`src/rtl/uart_rx.sv`:
```
// UART receiver: 2-flop synchronised line, mid-bit sampling, LSB-first word into a
// single-entry holding register with a valid/ready stream plus frame-error and overrun pulses.
module uart_rx #(
    parameter int clk_rate = 100000000,
    parameter int Baud     = 115200,
    parameter int Word_len = 8
) (
    input  logic                clk,
    input  logic                rst,
    input  logic                Uart_rx,
    output logic [Word_len-1:0] rx_data,
    output logic                rx_data_valid,
    input  logic                rx_data_ready,
    output logic                rx_frame_err,
    output logic                rx_overrun
);

    localparam int Baud_div = clk_rate / Baud;
    localparam int BW       = $clog2(Baud_div) + 1;
    localparam int CW       = $clog2(Word_len + 1);

    localparam logic [BW-1:0] BAUD_LAST = BW'(Baud_div - 1);
    localparam logic [BW-1:0] HALF_LAST = BW'(Baud_div / 2 - 1);
    localparam logic [CW-1:0] BIT_LAST  = CW'(Word_len - 1);

    typedef enum logic [1:0] {
        IDLE  = 2'd0,
        START = 2'd1,
        DATA  = 2'd2,
        STOP  = 2'd3
    } state_t;

    logic                r_sync1, r_sync2, r_rxs_prev;
    state_t              r_state, w_state_nx;
    logic [BW-1:0]       r_baud_cnt, w_baud_cnt_nx;
    logic [CW-1:0]       r_bit_cnt, w_bit_cnt_nx;
    logic [Word_len-1:0] r_shift, w_shift_nx;
    logic [Word_len-1:0] r_data, w_data_nx;
    logic                r_valid, w_valid_nx;
    logic                r_ferr, w_ferr_nx;
    logic                r_ovr, w_ovr_nx;
    logic                w_rxs;

    assign w_rxs = r_sync2;

    always_ff @(posedge clk or posedge rst) begin
        if (rst) begin
            r_sync1    <= 1'b1;
            r_sync2    <= 1'b1;
            r_rxs_prev <= 1'b1;
            r_state    <= IDLE;
            r_baud_cnt <= '0;
            r_bit_cnt  <= '0;
            r_shift    <= '0;
            r_data     <= '0;
            r_valid    <= 1'b0;
            r_ferr     <= 1'b0;
            r_ovr      <= 1'b0;
        end else begin
            r_sync1    <= Uart_rx;
            r_sync2    <= r_sync1;
            r_rxs_prev <= w_rxs;
            r_state    <= w_state_nx;
            r_baud_cnt <= w_baud_cnt_nx;
            r_bit_cnt  <= w_bit_cnt_nx;
            r_shift    <= w_shift_nx;
            r_data     <= w_data_nx;
            r_valid    <= w_valid_nx;
            r_ferr     <= w_ferr_nx;
            r_ovr      <= w_ovr_nx;
        end
    end

    always_comb begin
        w_state_nx    = r_state;
        w_baud_cnt_nx = r_baud_cnt;
        w_bit_cnt_nx  = r_bit_cnt;
        w_shift_nx    = r_shift;
        w_data_nx     = r_data;
        w_valid_nx    = r_valid && !rx_data_ready;
        w_ferr_nx     = 1'b0;
        w_ovr_nx      = 1'b0;

        case (r_state)
            IDLE: begin
                // Edge-triggered start: a line that stays low never retriggers.
                if (!w_rxs && r_rxs_prev) begin
                    w_state_nx    = START;
                    w_baud_cnt_nx = '0;
                    w_bit_cnt_nx  = '0;
                end
            end
            START: begin
                if (r_baud_cnt == HALF_LAST) begin
                    w_baud_cnt_nx = '0;
                    w_state_nx    = w_rxs ? IDLE : DATA;
                end else begin
                    w_baud_cnt_nx = r_baud_cnt + 1'b1;
                end
            end
            DATA: begin
                if (r_baud_cnt == BAUD_LAST) begin
                    w_baud_cnt_nx = '0;
                    w_shift_nx    = {w_rxs, r_shift[Word_len-1:1]};
                    w_bit_cnt_nx  = r_bit_cnt + 1'b1;
                    if (r_bit_cnt == BIT_LAST) begin
                        w_state_nx = STOP;
                    end
                end else begin
                    w_baud_cnt_nx = r_baud_cnt + 1'b1;
                end
            end
            STOP: begin
                if (r_baud_cnt == BAUD_LAST) begin
                    w_baud_cnt_nx = '0;
                    w_state_nx    = IDLE;
                    if (!w_rxs) begin
                        w_ferr_nx = 1'b1;
                    end else if (!r_valid || rx_data_ready) begin
                        w_data_nx  = r_shift;
                        w_valid_nx = 1'b1;
                    end else begin
                        w_ovr_nx = 1'b1;
                    end
                end else begin
                    w_baud_cnt_nx = r_baud_cnt + 1'b1;
                end
            end
            default: begin
                w_state_nx    = IDLE;
                w_baud_cnt_nx = '0;
                w_bit_cnt_nx  = '0;
            end
        endcase
    end

    assign rx_data       = r_data;
    assign rx_data_valid = r_valid;
    assign rx_frame_err  = r_ferr;
    assign rx_overrun    = r_ovr;

endmodule

```
`config.mk`:
```
export PLATFORM = sky130hd
export DESIGN_NAME = uart_rx
export DESIGN_NICKNAME = d
export VERILOG_FILES = /design/src/rtl/uart_rx.sv
export SDC_FILE = /design/constraint.sdc
export NUM_CORES = 1
export LEC_CHECK = 0
export BUFFER_PORTS_ARGS = -buffer_cell sky130_fd_sc_hd__buf_2
export CORE_MARGIN = 3
export CORE_UTILIZATION = 40
export CTS_BUF_LIST = sky130_fd_sc_hd__clkbuf_8
export CTS_CLUSTER_DIAMETER = 200
export DETAILED_ROUTE_END_ITERATION = 10
export PLACE_DENSITY_LB_ADDON = 0.3
export SETUP_SLACK_MARGIN = 0.5
export SYNTH_ARGS = -nofsm -noshare
export SYNTH_HDL_FRONTEND = slang
export SYNTH_SLANG_ARGS = --single-unit
```
`constraint.sdc`:
```
create_clock -name clk -period 2.7 [get_ports clk]
set_input_delay 0.54 -clock clk [delete_from_list [all_inputs] [get_ports clk]]
set_output_delay 0.54 -clock clk [all_outputs]
set_load 0.02 [all_outputs]
```
# [Word level (Yosys, flattened, before mapping)]
# Index checks and enable logic that the tools add are counted.
[word_totals] register_bits=39 word_cells=62
[op_classes] n_eq_ne=11 mux=25 n_reduce_logical=13 add_sub_neg=2
[ops] cell="2-to-1 mux 11 bit" n=3
[ops] cell="one-hot mux 11 bit (3 select lines)" n=1
[ops] cell="2-to-1 mux 2 bit" n=6
[ops] cell="adder 11 x 1 -> 11 bit, second input constant" n=1
[ops] cell="== test 11 x 10 -> 1 bit, second input constant" n=1
[ops] cell="== test 11 x 9 -> 1 bit, second input constant" n=1
[ops] cell="2-to-1 mux 1 bit" n=11
[ops] cell="inequality test 2 bit, second input constant" n=5
[ops] cell="2-to-1 mux 4 bit" n=2
[ops] cell="one-hot mux 2 bit (4 select lines)" n=1
[ops] cell="one-hot mux 4 bit (2 select lines)" n=1
[ops] cell="AND reduction 5 bit" n=1
[ops] cell="adder 4 x 1 -> 4 bit, second input constant" n=1
[ops] cell="== test 2 bit, second input constant" n=2
[ops] cell="== test 4 x 3 -> 1 bit, second input constant" n=1
[ops] cell="AND reduction 4 bit" n=1
[ops] cell="logical NOT 1 bit" n=3
[ops] cell="AND reduction 3 bit" n=1
[ops] cell="== test 2 x 1 -> 1 bit, second input constant" n=1
[ops] cell="logical AND 1 bit" n=2
[ops] cell="logical NOT 2 bit" n=1
[ops] cell="AND reduction 2 bit" n=1
[ops] cell="nonzero test 2 bit" n=1
[ops] cell="OR reduction 2 bit" n=1
[ops] cell="logical OR 1 bit" n=1

# [Depth between registers and ports, before layout]
# Gate-level depths: netlist of the first run.
[logic_depth] ltp_word=6 mapped_depth=8 depth_no_buf=7

# [Least setup slack after synthesis of the first run]
# No wires, ideal clock.
[synth_timing] path_type="reg2reg" from="register r_baud_cnt[0]" to="register r_data[0], in the netlist rx_data[0]" n_path_buf=1 setup_slack_ns=0.698 t_arrival_ns=1.874 path_stages_with_launch=7 setup_ns=0.128 path_cell_list="dfrtp_1 > ha_1 > and4bb_1 > nand4_1 > or3b_1 > buf_2 > mux2_1"
[synth_via] elab_chain_len=2
[synth_lines] element="start, declared" line="35" source="logic [BW-1:0] r_baud_cnt, w_baud_cnt_nx;"
[synth_lines] element="start signal, assigned" line="64" source="r_baud_cnt <= w_baud_cnt_nx;"
[synth_lines] element="== test 11 x 10 -> 1 bit" line="114" source="if (r_baud_cnt == BAUD_LAST) begin"
[synth_lines] element="AND reduction 4 bit (no source line)"
[synth_lines] element="end signal, assigned" line="67" source="r_data <= w_data_nx;"
[synth_lines] element="end, declared" line="38" source="logic [Word_len-1:0] r_data, w_data_nx;"
# Every way passes these cells.
# A chain may end at the register's enable or synchronous reset.

# [Final worst setup path of the first run]
[layout_timing] from="register r_baud_cnt[2]" to="register r_bit_cnt[3]"
[layout_via] elab_chain_len=3
[layout_lines] element="== test 11 x 10 -> 1 bit" line="102" source="if (r_baud_cnt == BAUD_LAST) begin"
[layout_lines] element="inequality test 2 bit (no source line)"
[layout_lines] element="AND reduction 3 bit (no source line)"
[layout_lines] element="end signal, assigned" line="65" source="r_bit_cnt <= w_bit_cnt_nx;"
[layout_lines] element="end, declared" line="36" source="logic [CW-1:0] r_bit_cnt, w_bit_cnt_nx;"
# Every way passes these cells.

==> results of run 1 <==
[Yosys cell counts (3+ instances only)]
library cell	instances	area [um2]
sky130_fd_sc_hd__a21o_1	5	37.5
sky130_fd_sc_hd__a22o_1	6	52.6
sky130_fd_sc_hd__a31oi_1	3	18.8
sky130_fd_sc_hd__and3_1	4	25.0
sky130_fd_sc_hd__clkbuf_1	4	15.0
sky130_fd_sc_hd__dfrtp_1	36	901
sky130_fd_sc_hd__dfstp_2	3	78.8
sky130_fd_sc_hd__ha_1	3	37.5
sky130_fd_sc_hd__inv_1	3	11.3
sky130_fd_sc_hd__mux2_1	15	169
sky130_fd_sc_hd__nand2_1	14	52.6
sky130_fd_sc_hd__nand3_1	5	25.0
sky130_fd_sc_hd__nand4_1	3	18.8
sky130_fd_sc_hd__nor2_1	7	26.3
sky130_fd_sc_hd__nor2b_1	3	18.8
sky130_fd_sc_hd__nor3_1	3	15.0
sky130_fd_sc_hd__nor3b_1	3	22.5
sky130_fd_sc_hd__o21ai_0	7	35.0
sky130_fd_sc_hd__o21ai_1	7	35.0
[routing by layer]
metal | wire length [um] | GRT usage
met1 | 1660 | 0.180
met2 | 1640 | 0.221
met3 | 147 | 0.0369
met4 | 54 | 0.0765
met5 | 0 | 0
[logic make-up (layout without fill, tap and decap cells)]
family | after synthesis | in the layout
flops | 39 | 39
mux | 17 | 17
compound gates | 36 | 36
fa+ha+maj | 3 | 3
xor+xnor | 1 | 1
simple gates | 56 | 56
buf+inv | 9 | 28
[path summary, 6_finish.rpt]
check                                          start                        to  slack [ns]  cells past startpoint
setup / recovery           r_baud_cnt[2]$_DFFE_PP0P_  r_bit_cnt[3]$_DFFE_PP0P_        0.58                      4
setup reg to reg           r_baud_cnt[2]$_DFFE_PP0P_  r_bit_cnt[3]$_DFFE_PP0P_        0.58                      4
hold reg to reg                    r_sync1$_DFF_PP1_         r_sync2$_DFF_PP1_        0.36                      0
min in group clk                             Uart_rx         r_sync1$_DFF_PP1_        0.35                      1
hold / removal                                   rst    rx_data[6]$_DFFE_PP0P_        0.35                      3
max in group asynchronous                        rst      r_rxs_prev$_DFF_PP1_        1.99                      3
[worst max-delay path, cell delays in order, from the launching register on]
cell,delay (ns)
sky130_fd_sc_hd__dfrtp_1,0.44
sky130_fd_sc_hd__or4b_4,0.60
sky130_fd_sc_hd__or4_4,0.53
sky130_fd_sc_hd__o41ai_2,0.32
sky130_fd_sc_hd__a22o_1,0.18
[where the power goes]
part	leakage, nW	internal, W	switching, W	total [W]
logic	0.473	0.0000696	0.0000754	0.000145
registers	0.516	0.000637	0.0000837	0.000721
clock network	0.0695	0.000366	0.000197	0.000563
total	1.06	0.00107	0.000356	0.00143
[final cells by class]
cell class	count	area share
tap	52	0.0307
clock inverter	3	0.0301
sequential	39	0.462
timing repair buffer	17	0.0436
inverter	3	0.00531
multi-input combinational	113	0.396
clock buffer	5	0.0324
[registers in the layout (all words and copies together) (netlist names), 4 cells and up, named ones only]
| signal | flops |
|---|---|
| r_shift | 8 |
| rx_data | 8 |
| r_bit_cnt | 4 |
| r_baud_cnt | 11 |
[metrics by stage]
stage	area (um2)	std cells	setup WS, ns	utilization	hold WS [ns]
after floorplan	1840	161	0.698	-	0.345
after global placement	1960	223	0.538	0.447	0.347
after detailed placement	1960	223	0.420	0.447	0.347
after CTS	2100	231	0.510	0.478	0.338
after global routing	2120	232	0.497	0.484	0.336
final	2120	232	0.579	0.484	0.349
[timing repair]
item / CTS / global route
gates resized for setup: 1 / 4
buffers inserted: 0 / 1
setup endpoints to repair: 8 / 14
cloned: 0 / 0
pin swaps: 0 / 0
==> impl_results.md, run 1 <==
* Outcome: completed
* Slew margin rel. at 0.628
* Die footprint at 5440 um2
* Length of the first detailed-routing pass in iterations at 4
* Number of endpoints failing setup at the final stage at 0
* Fraction of final layout cells with drive strength greater than 1 at 0.222
* Slew at the pin closest to its max-slew limit at 0.558 ns
* Maximum number of buffers from clock root to sink at 2
* Simple-gate share of the synthesized area at 0.183
* Clock slew seen by the registers of the worst setup and hold paths at 0.08 ns
* Overflow left after global routing at 0
* Number of synthesized flops with an enable pin at 0
* Hold Buf Count CTS at 0
* Clock tree from TritonCTS: done
* Main flop type after synthesis: sky130_fd_sc_hd__dfrtp_1
* Number of antenna violations at the first check in global routing at 0
* Critical Path RT at 2.93 ns
* Count of final max-slew check failures at 0
* Leakage power of the design at 1.06 nW
* Skew-Pair Late Insertion Delay at 0.29 ns
* Pin count of the biggest net entering global routing at 40
* Cell at the root of the clock tree: sky130_fd_sc_hd__clkbuf_8
* Async set-reset flop share out of synthesis at 1.00
* DRC violations left at 0
* Area share of xor/xnor cells in the synthesized design at 0.00477
* Placer congestion estimate at 0.930
* Aggregate global-route resource usage at 0.142
* Setup clock skew after layout at 0.00798 ns
* CTS H-Tree Depth at 2
* Post-synthesis share of cell area spent on full adders, half adders and majority gates at 0.0204
* Placement row count at 24
* Layout Nets at 186
* Clock sink count at 39
* Vias in the first global route at 1285
* Kind of launch point of the worst setup path: register
* Syn Std Cell Area at 1840 um2
* Iter 0 DRT Violations at 59
* Area of the multi-input gates at 840 um2
* HPWL reported at the end of detailed placement at 2.47 mm
* Filler cell count in the final layout at 430
* Average cell area after synthesis at 11.4 um2
* Fraction of the yosys area taken by sequential cells at 0.534
* Diodes inserted at 0
* Post-Synthesis Net Count at 168
* Initial cell density of the core at 0.419
* Commonest non-fill, non-tap cell in the layout: sky130_fd_sc_hd__dfrtp_1
* Max Clock Freq at 472 MHz
* RSZ-0062 raised after global routing: false
* Total Power at 0.00143 W
* Compound-gate portion of the synthesized area at 0.134
* Peak VDD IR at 0.485 mV
* Hold Path Class: in2async
* Most used cells in the layout excluding fill and tap cells: sky130_fd_sc_hd__dfrtp_1 (35), sky130_fd_sc_hd__mux2_1 (15), sky130_fd_sc_hd__nand2_1 (14), sky130_fd_sc_hd__buf_2 (14)
* Global-route wire length before repair at 5.91 mm
* Remaining antenna violation count at 0
* Worst-path fanout max at 7
* Port Buffers at 14
* Endpoint kind of the worst setup timing path: register
* Routed length per placed instance at 15.1 um
* Dominant combinational cell family by area after synthesis: simple AND/OR/NAND/NOR gates
* Unique cell type count in the Yosys netlist at 41
* Total Routed Length at 3.51 mm
* Core footprint at 4380 um2
* Arrival time of the worst setup path at 2.35 ns
* Avg Vias per Cell at 5.75
* Share of the clock period used by the worst path at 0.785
* Pwr Density at 673 nW/um2
* Number of hold violations in the final report at 0
* Number of violations of the max-capacitance limit at 0
* Mapped Cells at 161
* Startpoint-to-endpoint class of the critical path: reg2reg
* Setup TNS at 0 ns
* Post-synthesis sequential element count at 39
* Relative area change from synthesis to final layout at 15.6%
* Number of warnings printed during yosys synthesis at 0
* Final critical path time including I/O delays and setup at 2.12 ns
* Share of cell area taken by muxes after synthesis at 0.104
* Vertical die dimension at 73.7 um
* Die width at 73.7 um
* Vias at 1333
* IO Count at 15
* Clock buffer count from CTS at 5
* Area taken by flip-flops and latches at 981 um2
Note: power is estimated with default switching activity, not from simulation.
==> inputs of run 2 (changes only) <==
Clock period 2.7 ns to 1.9 ns, I/O delays scaled along.
==> impl_results.md, run 2 (synthesized netlist as in run 1, its figures left out) <==
* Outcome: finished, violations left
* Violated checks: negative setup slack
* Diodes inserted at 0
* Capturing point of the worst reg2reg path: r_baud_cnt[7]$_DFFE_PP0P_
* CP peak stage delay at 0.40 ns
* Cell at the root of the clock tree: sky130_fd_sc_hd__clkbuf_8
* Startpoint-to-endpoint class of the critical path: reg2reg
* Kind of launch point of the worst setup path: register
* Max Clock Freq at 492 MHz
* Vias at 1440
* RSZ-0062 raised after global routing: true
* Placed Cells at 246
* Hold Path Class: in2async
* Worst-case register-to-register setup slack at -0.13 ns
* Count of final max-slew check failures at 0
* CTS H-Tree Depth at 2
* Iter 0 DRT Violations at 86
* Vias in the first global route at 1441
* Slew margin rel. at 0.684
* Placement row count at 24
* Layout Nets at 217
* Critical Path, Cell by Cell: ha_2 -> and4bb_1 -> buf_4 -> nand4_1 -> a31oi_4 -> buf_12 -> o21ai_2 -> mux2_4
* Termination of the worst setup path: r_baud_cnt[7]$_DFFE_PP0P_
* Number of violations of the max-capacitance limit at 0
* Critical Path RT at 2.09 ns
* Flip-flop count of the largest register after layout at 11
* Final WS setup at -0.132 ns
* Die width at 73.7 um
* Placed Instance Area at 2190 um2
* Core footprint at 4380 um2
* Clock sink count at 39
* Total Routed Length at 4.27 mm
* Number of hold violations in the final report at 0
* Number of antenna violations at the first check in global routing at 0
* Relative area change from synthesis to final layout at 36.7%
* Routed length per placed instance at 16.2 um
* Aggregate global-route resource usage at 0.164
* Register-to-Register Path Depth at 8
* Peak VDD IR at 0.401 mV
* Most flop-heavy register: r_baud_cnt
* Clock tree from TritonCTS: done
* Worst hold margin at 0.179 ns
* Design Area, Final at 2510 um2
* IO Count at 15
* Number of standard cells in the final layout excluding fillers at 263
* Number of endpoints failing setup at the final stage at 23
* Setup clock skew after layout at 0.00531 ns
* Maximum number of buffers from clock root to sink at 2
* Pwr Density at 784 nW/um2
* Port Buffers at 14
* Share of the clock period used by the worst path at 1.07
* Critical Path Stages at 8
* Initial cell density of the core at 0.419
* Number of buffer and inverter stages on the critical path at 2
* Start point of the critical path: r_baud_cnt[1]$_DFFE_PP0P_
* Die footprint at 5440 um2
* Remaining antenna violation count at 0
* Commonest non-fill, non-tap cell in the layout: sky130_fd_sc_hd__dfrtp_1
* Leakage power of the design at 1.32 nW
* HPWL reported at the end of detailed placement at 2.72 mm
* Slew at the pin closest to its max-slew limit at 0.475 ns
* Clock buffer count from CTS at 5
* Overflow left after global routing at 0
* Pin count of the biggest net entering global routing at 40
* Cell type group with the largest total delay on the critical path: simple AND/OR/NAND/NOR gates
* Final core utilization at 0.572
* Final critical path time including I/O delays and setup at 2.03 ns
* Arrival time of the worst setup path at 2.22 ns
* Fraction of final layout cells with drive strength greater than 1 at 0.464
* Worst R2R Start: r_baud_cnt[1]$_DFFE_PP0P_
* Clock slew seen by the registers of the worst setup and hold paths at 0.08 ns
* Vertical die dimension at 73.7 um
* Worst-path fanout max at 13
* Library cell contributing the largest single delay on the critical path: sky130_fd_sc_hd__dfrtp_1
* Skew-Pair Late Insertion Delay at 0.29 ns
* Avg Vias per Cell at 5.48
* Length of the first detailed-routing pass in iterations at 4
* Global-route wire length before repair at 6.80 mm
* Endpoint kind of the worst setup timing path: register
* DRC violations left at 0
* Most used cells in the layout excluding fill and tap cells: sky130_fd_sc_hd__dfrtp_1 (36), sky130_fd_sc_hd__buf_4 (28), sky130_fd_sc_hd__mux2_4 (17), sky130_fd_sc_hd__buf_2 (14), sky130_fd_sc_hd__nand2_1 (11)
* Placer congestion estimate at 0.862
## run 2: cell types whose count changed in the layout (fill, tap and decap cells not counted), sizes merged
cell      previous run  this run
clkinvlp             0         1
bufinv               2         0
nand3b               2         3
buf                 17        47
clkinv               0         1
## run 2: metal layers
layer  part of all wire  track usage  vias to the layer above
met2               0.49        0.256                       34
li1                   -            -                      693
met4              0.025       0.0704                        0
met1               0.45        0.216                      702
met5                  0            0                        -
met3              0.039       0.0410                       11
## run 2: power breakdown
group          internal [W]  switching (W)
Sequential         0.000904      0.0000833
Clock              0.000251       0.000301
Combinational      0.000237       0.000190
Total               0.00139       0.000574
## run 2: worst min-delay path by stage
stage                       from                     end  slack (ns)  depth (start not counted)
5_1_grt                  Uart_rx       r_sync1$_DFF_PP1_        0.18                          1
6_report                     rst  r_shift[3]$_DFFE_PP0P_        0.18                          3
3_3_place_gp   r_sync1$_DFF_PP1_       r_sync2$_DFF_PP1_        0.35                          0
4_1_cts                  Uart_rx       r_sync1$_DFF_PP1_        0.17                          1
2_1_floorplan  r_sync1$_DFF_PP1_       r_sync2$_DFF_PP1_        0.35                          0
3_5_place_dp   r_sync1$_DFF_PP1_       r_sync2$_DFF_PP1_        0.35                          0
## run 2: timing repair
item	CTS	global route
hold buffers	0	0
setup buffers	3	5
resized for setup	21	15
setup endpoints to repair	36	36
pin swaps	11	6
gates cloned	1	0
## run 2: final cells by class
class                           count  area (um2)
Fill cell                         374        1880
Multi-Input combinational cell    114        1020
Sequential cell                    39         980
Timing Repair Buffer               47         345
Clock buffer                        5        68.8
Tap cell                           52        65.1
Clock inverter                      3        16.3
Inverter                            3        11.3
## run 2: worst register-to-register path, delay by kind of cell, from the launching register on
kind                     cells  cell delay [ns]
AND/OR/NAND/NOR              2             0.45
flip-flops                   1             0.40
AO/OA/AOI/OAI                2             0.33
buffers and inverters        2             0.30
multiplexers                 1             0.26
adder cells (fa/ha/maj)      1             0.19
## run 2: stage by stage
step | setup slack [ns] | setup TNS [ns] | power, W
finish | -0.132 | -1.49 | 0.00197
global route | -0.198 | -3.18 | 0.00206
CTS | -0.0566 | -0.497 | 0.00192
detailed placement | -0.0850 | -1.07 | 0.00137
global placement | -0.0581 | -0.751 | 0.00135
floorplan | -0.0646 | -0.517 | 0.00118
==> inputs of run 3 (changes only) <==
Settings changed: RECOVER_POWER set to 100, SLEW_MARGIN set to 20.
==> impl_results.md, run 3 (synthesized netlist as in run 1, its figures left out) <==
* Placed Instance Area at 2190 um2
* Design Area, Final at 2480 um2
* Violated checks: negative setup slack
* Placement row count at 24
* Hold worst-path end: r_sync1$_DFF_PP1_
* Commonest non-fill, non-tap cell in the layout: sky130_fd_sc_hd__dfrtp_1
* Hold Buf Count CTS at 0
* Area taken by flip-flops and latches at 980 um2
* Final core utilization at 0.567
* Worst R2R Start: r_baud_cnt[1]$_DFFE_PP0P_
* Critical Path RT at 2.08 ns
* HPWL reported at the end of detailed placement at 2.72 mm
* Worst-case register-to-register setup slack at -0.13 ns
* Startpoint-to-endpoint class of the critical path: reg2reg
* Arrival time of the worst setup path at 2.22 ns
* Number of antenna violations at the first check in global routing at 0
* Hold Path Depth at 1
* Register-to-Register Path Depth at 8
* Setup TNS at -1.52 ns
* Core footprint at 4380 um2
* Endpoint kind of the worst setup timing path: register
* Number of endpoints failing setup at the final stage at 23
* Iter 0 DRT Violations at 86
* Internal cell power at 0.00139 W
* Setup clock skew after layout at 0.00562 ns
* Vertical die dimension at 73.7 um
* Die footprint at 5440 um2
* Diodes inserted at 0
* Outcome: finished, violations left
* Peak VDD IR at 0.400 mV
* Initial cell density of the core at 0.419
* Pwr Density at 790 nW/um2
* Sequential share of power at 0.503
* Clock tree from TritonCTS: done
* Clock slew seen by the registers of the worst setup and hold paths at 0.08 ns
* Die width at 73.7 um
* DRC violations left at 0
* Final WS setup at -0.133 ns
* Skew-Pair Late Insertion Delay at 0.29 ns
* Area of the multi-input gates at 1010 um2
* Most flop-heavy register: r_baud_cnt
* RSZ-0062 raised after global routing: true
* Placed Cells at 246
* Count of final max-slew check failures at 0
* Vias in the first global route at 1441
* CP peak stage delay at 0.40 ns
* Cell at the root of the clock tree: sky130_fd_sc_hd__clkbuf_8
* Slew at the pin closest to its max-slew limit at 0.926 ns
* Global-route wire length before repair at 6.80 mm
* Remaining antenna violation count at 0
* Number of buffer and inverter stages on the critical path at 2
* Final critical path time including I/O delays and setup at 2.03 ns
* Port Buffers at 14
* Part of the power in combinational logic at 0.217
* Avg Vias per Cell at 5.47
* Maximum number of buffers from clock root to sink at 2
* Hold Path Class: in2reg
* Critical Path, Cell by Cell: ha_2 -> and4bb_1 -> buf_4 -> nand4_1 -> a31oi_4 -> buf_12 -> o21ai_2 -> mux2_4
* Number of standard cells in the final layout excluding fillers at 263
* Slew margin rel. at 0.383
* Power share of the clock group at 0.280
* Max Clock Freq at 492 MHz
* Length of the first detailed-routing pass in iterations at 4
* CTS H-Tree Depth at 2
* Library cell contributing the largest single delay on the critical path: sky130_fd_sc_hd__dfrtp_1
* Number of violations of the max-capacitance limit at 0
* Share of the clock period used by the worst path at 1.07
* Net Sw Power at 0.000572 W
* Relative area change from synthesis to final layout at 35.4%
* Clock buffer count from CTS at 5
* Placer congestion estimate at 0.862
* Total Routed Length at 4.25 mm
* Hold Startpoint: Uart_rx
* Leakage power of the design at 1.27 nW
* Most used cells in the layout excluding fill and tap cells: sky130_fd_sc_hd__dfrtp_1 (36), sky130_fd_sc_hd__buf_4 (27), sky130_fd_sc_hd__mux2_4 (17), sky130_fd_sc_hd__nand2_1 (11), sky130_fd_sc_hd__clkbuf_1 (11)
* Capturing point of the worst reg2reg path: r_baud_cnt[7]$_DFFE_PP0P_
* Layout Nets at 217
* Vias at 1439
* Filler cell count in the final layout at 379
* Routed length per placed instance at 16.1 um
* Kind of launch point of the worst setup path: register
* Worst-path fanout max at 13
* Fraction of final layout cells with drive strength greater than 1 at 0.403
* IO Count at 15
* Switch share at 0.291
* Clock sink count at 39
* Number of hold violations in the final report at 0
* Cell type group with the largest total delay on the critical path: simple AND/OR/NAND/NOR gates
* Pin count of the biggest net entering global routing at 40
* Flip-flop count of the largest register after layout at 11
* Overflow left after global routing at 0
* Aggregate global-route resource usage at 0.164
-- run 3: changes by cell type in the layout (fill, tap and decap cells not counted), sizes merged --
cell / before / now
clkbuf: 5 / 17
buf: 47 / 35
-- run 3: routing by layer --
layer  vias up  track usage  part of all wire
met1       706        0.216              0.45
met4         0       0.0704             0.023
met3         9       0.0410             0.036
li1        696            -                 -
met2        28        0.256              0.49
met5         -            0                 0
-- run 3: how the worst max path moves through the flow --
stage	from	cells past startpoint	end
finish	r_baud_cnt[1]$_DFFE_PP0P_	8	r_baud_cnt[7]$_DFFE_PP0P_
global route	r_baud_cnt[1]$_DFFE_PP0P_	8	r_baud_cnt[7]$_DFFE_PP0P_
CTS	r_baud_cnt[1]$_DFFE_PP0P_	6	rx_data[1]$_DFFE_PP0P_
detailed placement	r_baud_cnt[10]$_DFFE_PP0P_	4	r_shift[6]$_DFFE_PP0P_
global placement	r_baud_cnt[1]$_DFFE_PP0P_	6	rx_data[5]$_DFFE_PP0P_
floorplan	r_baud_cnt[0]$_DFFE_PP0P_	6	rx_data[0]$_DFFE_PP0P_
-- run 3: layout make-up --
type / count / share of cell area
Timing Repair Buffer: 47 / 0.132
Clock buffer: 5 / 0.0277
Sequential cell: 39 / 0.394
Multi-Input combinational cell: 114 / 0.408
Tap cell: 52 / 0.0262
Clock inverter: 3 / 0.00655
Inverter: 3 / 0.00453
-- run 3: repair_timing --
action                     CTS  global route
setup buffers                3             5
setup endpoints to repair   36            36
cloned                       1             0
gates resized for setup     21            15
pin swaps                   11             6
-- run 3: power by group through the flow --
stage	registers, W	logic (W)	clock network [W]
CTS	0.000977	0.000383	0.000561
detailed placement	0.000990	0.000377	0
global route	0.000999	0.000471	0.000591
floorplan	0.000997	0.000179	0
global placement	0.000988	0.000366	0
finish	0.000987	0.000426	0.000550
-- run 3: per-stage QoR --
stage / setup WS (ns) / hold WS (ns) / total power [W]
after detailed placement: -0.0850 / 0.347 / 0.00137
final: -0.133 / 0.182 / 0.00196
after floorplan: -0.0646 / 0.345 / 0.00118
after CTS: -0.0566 / 0.171 / 0.00192
after global routing: -0.198 / 0.179 / 0.00206
after global placement: -0.0581 / 0.347 / 0.00135
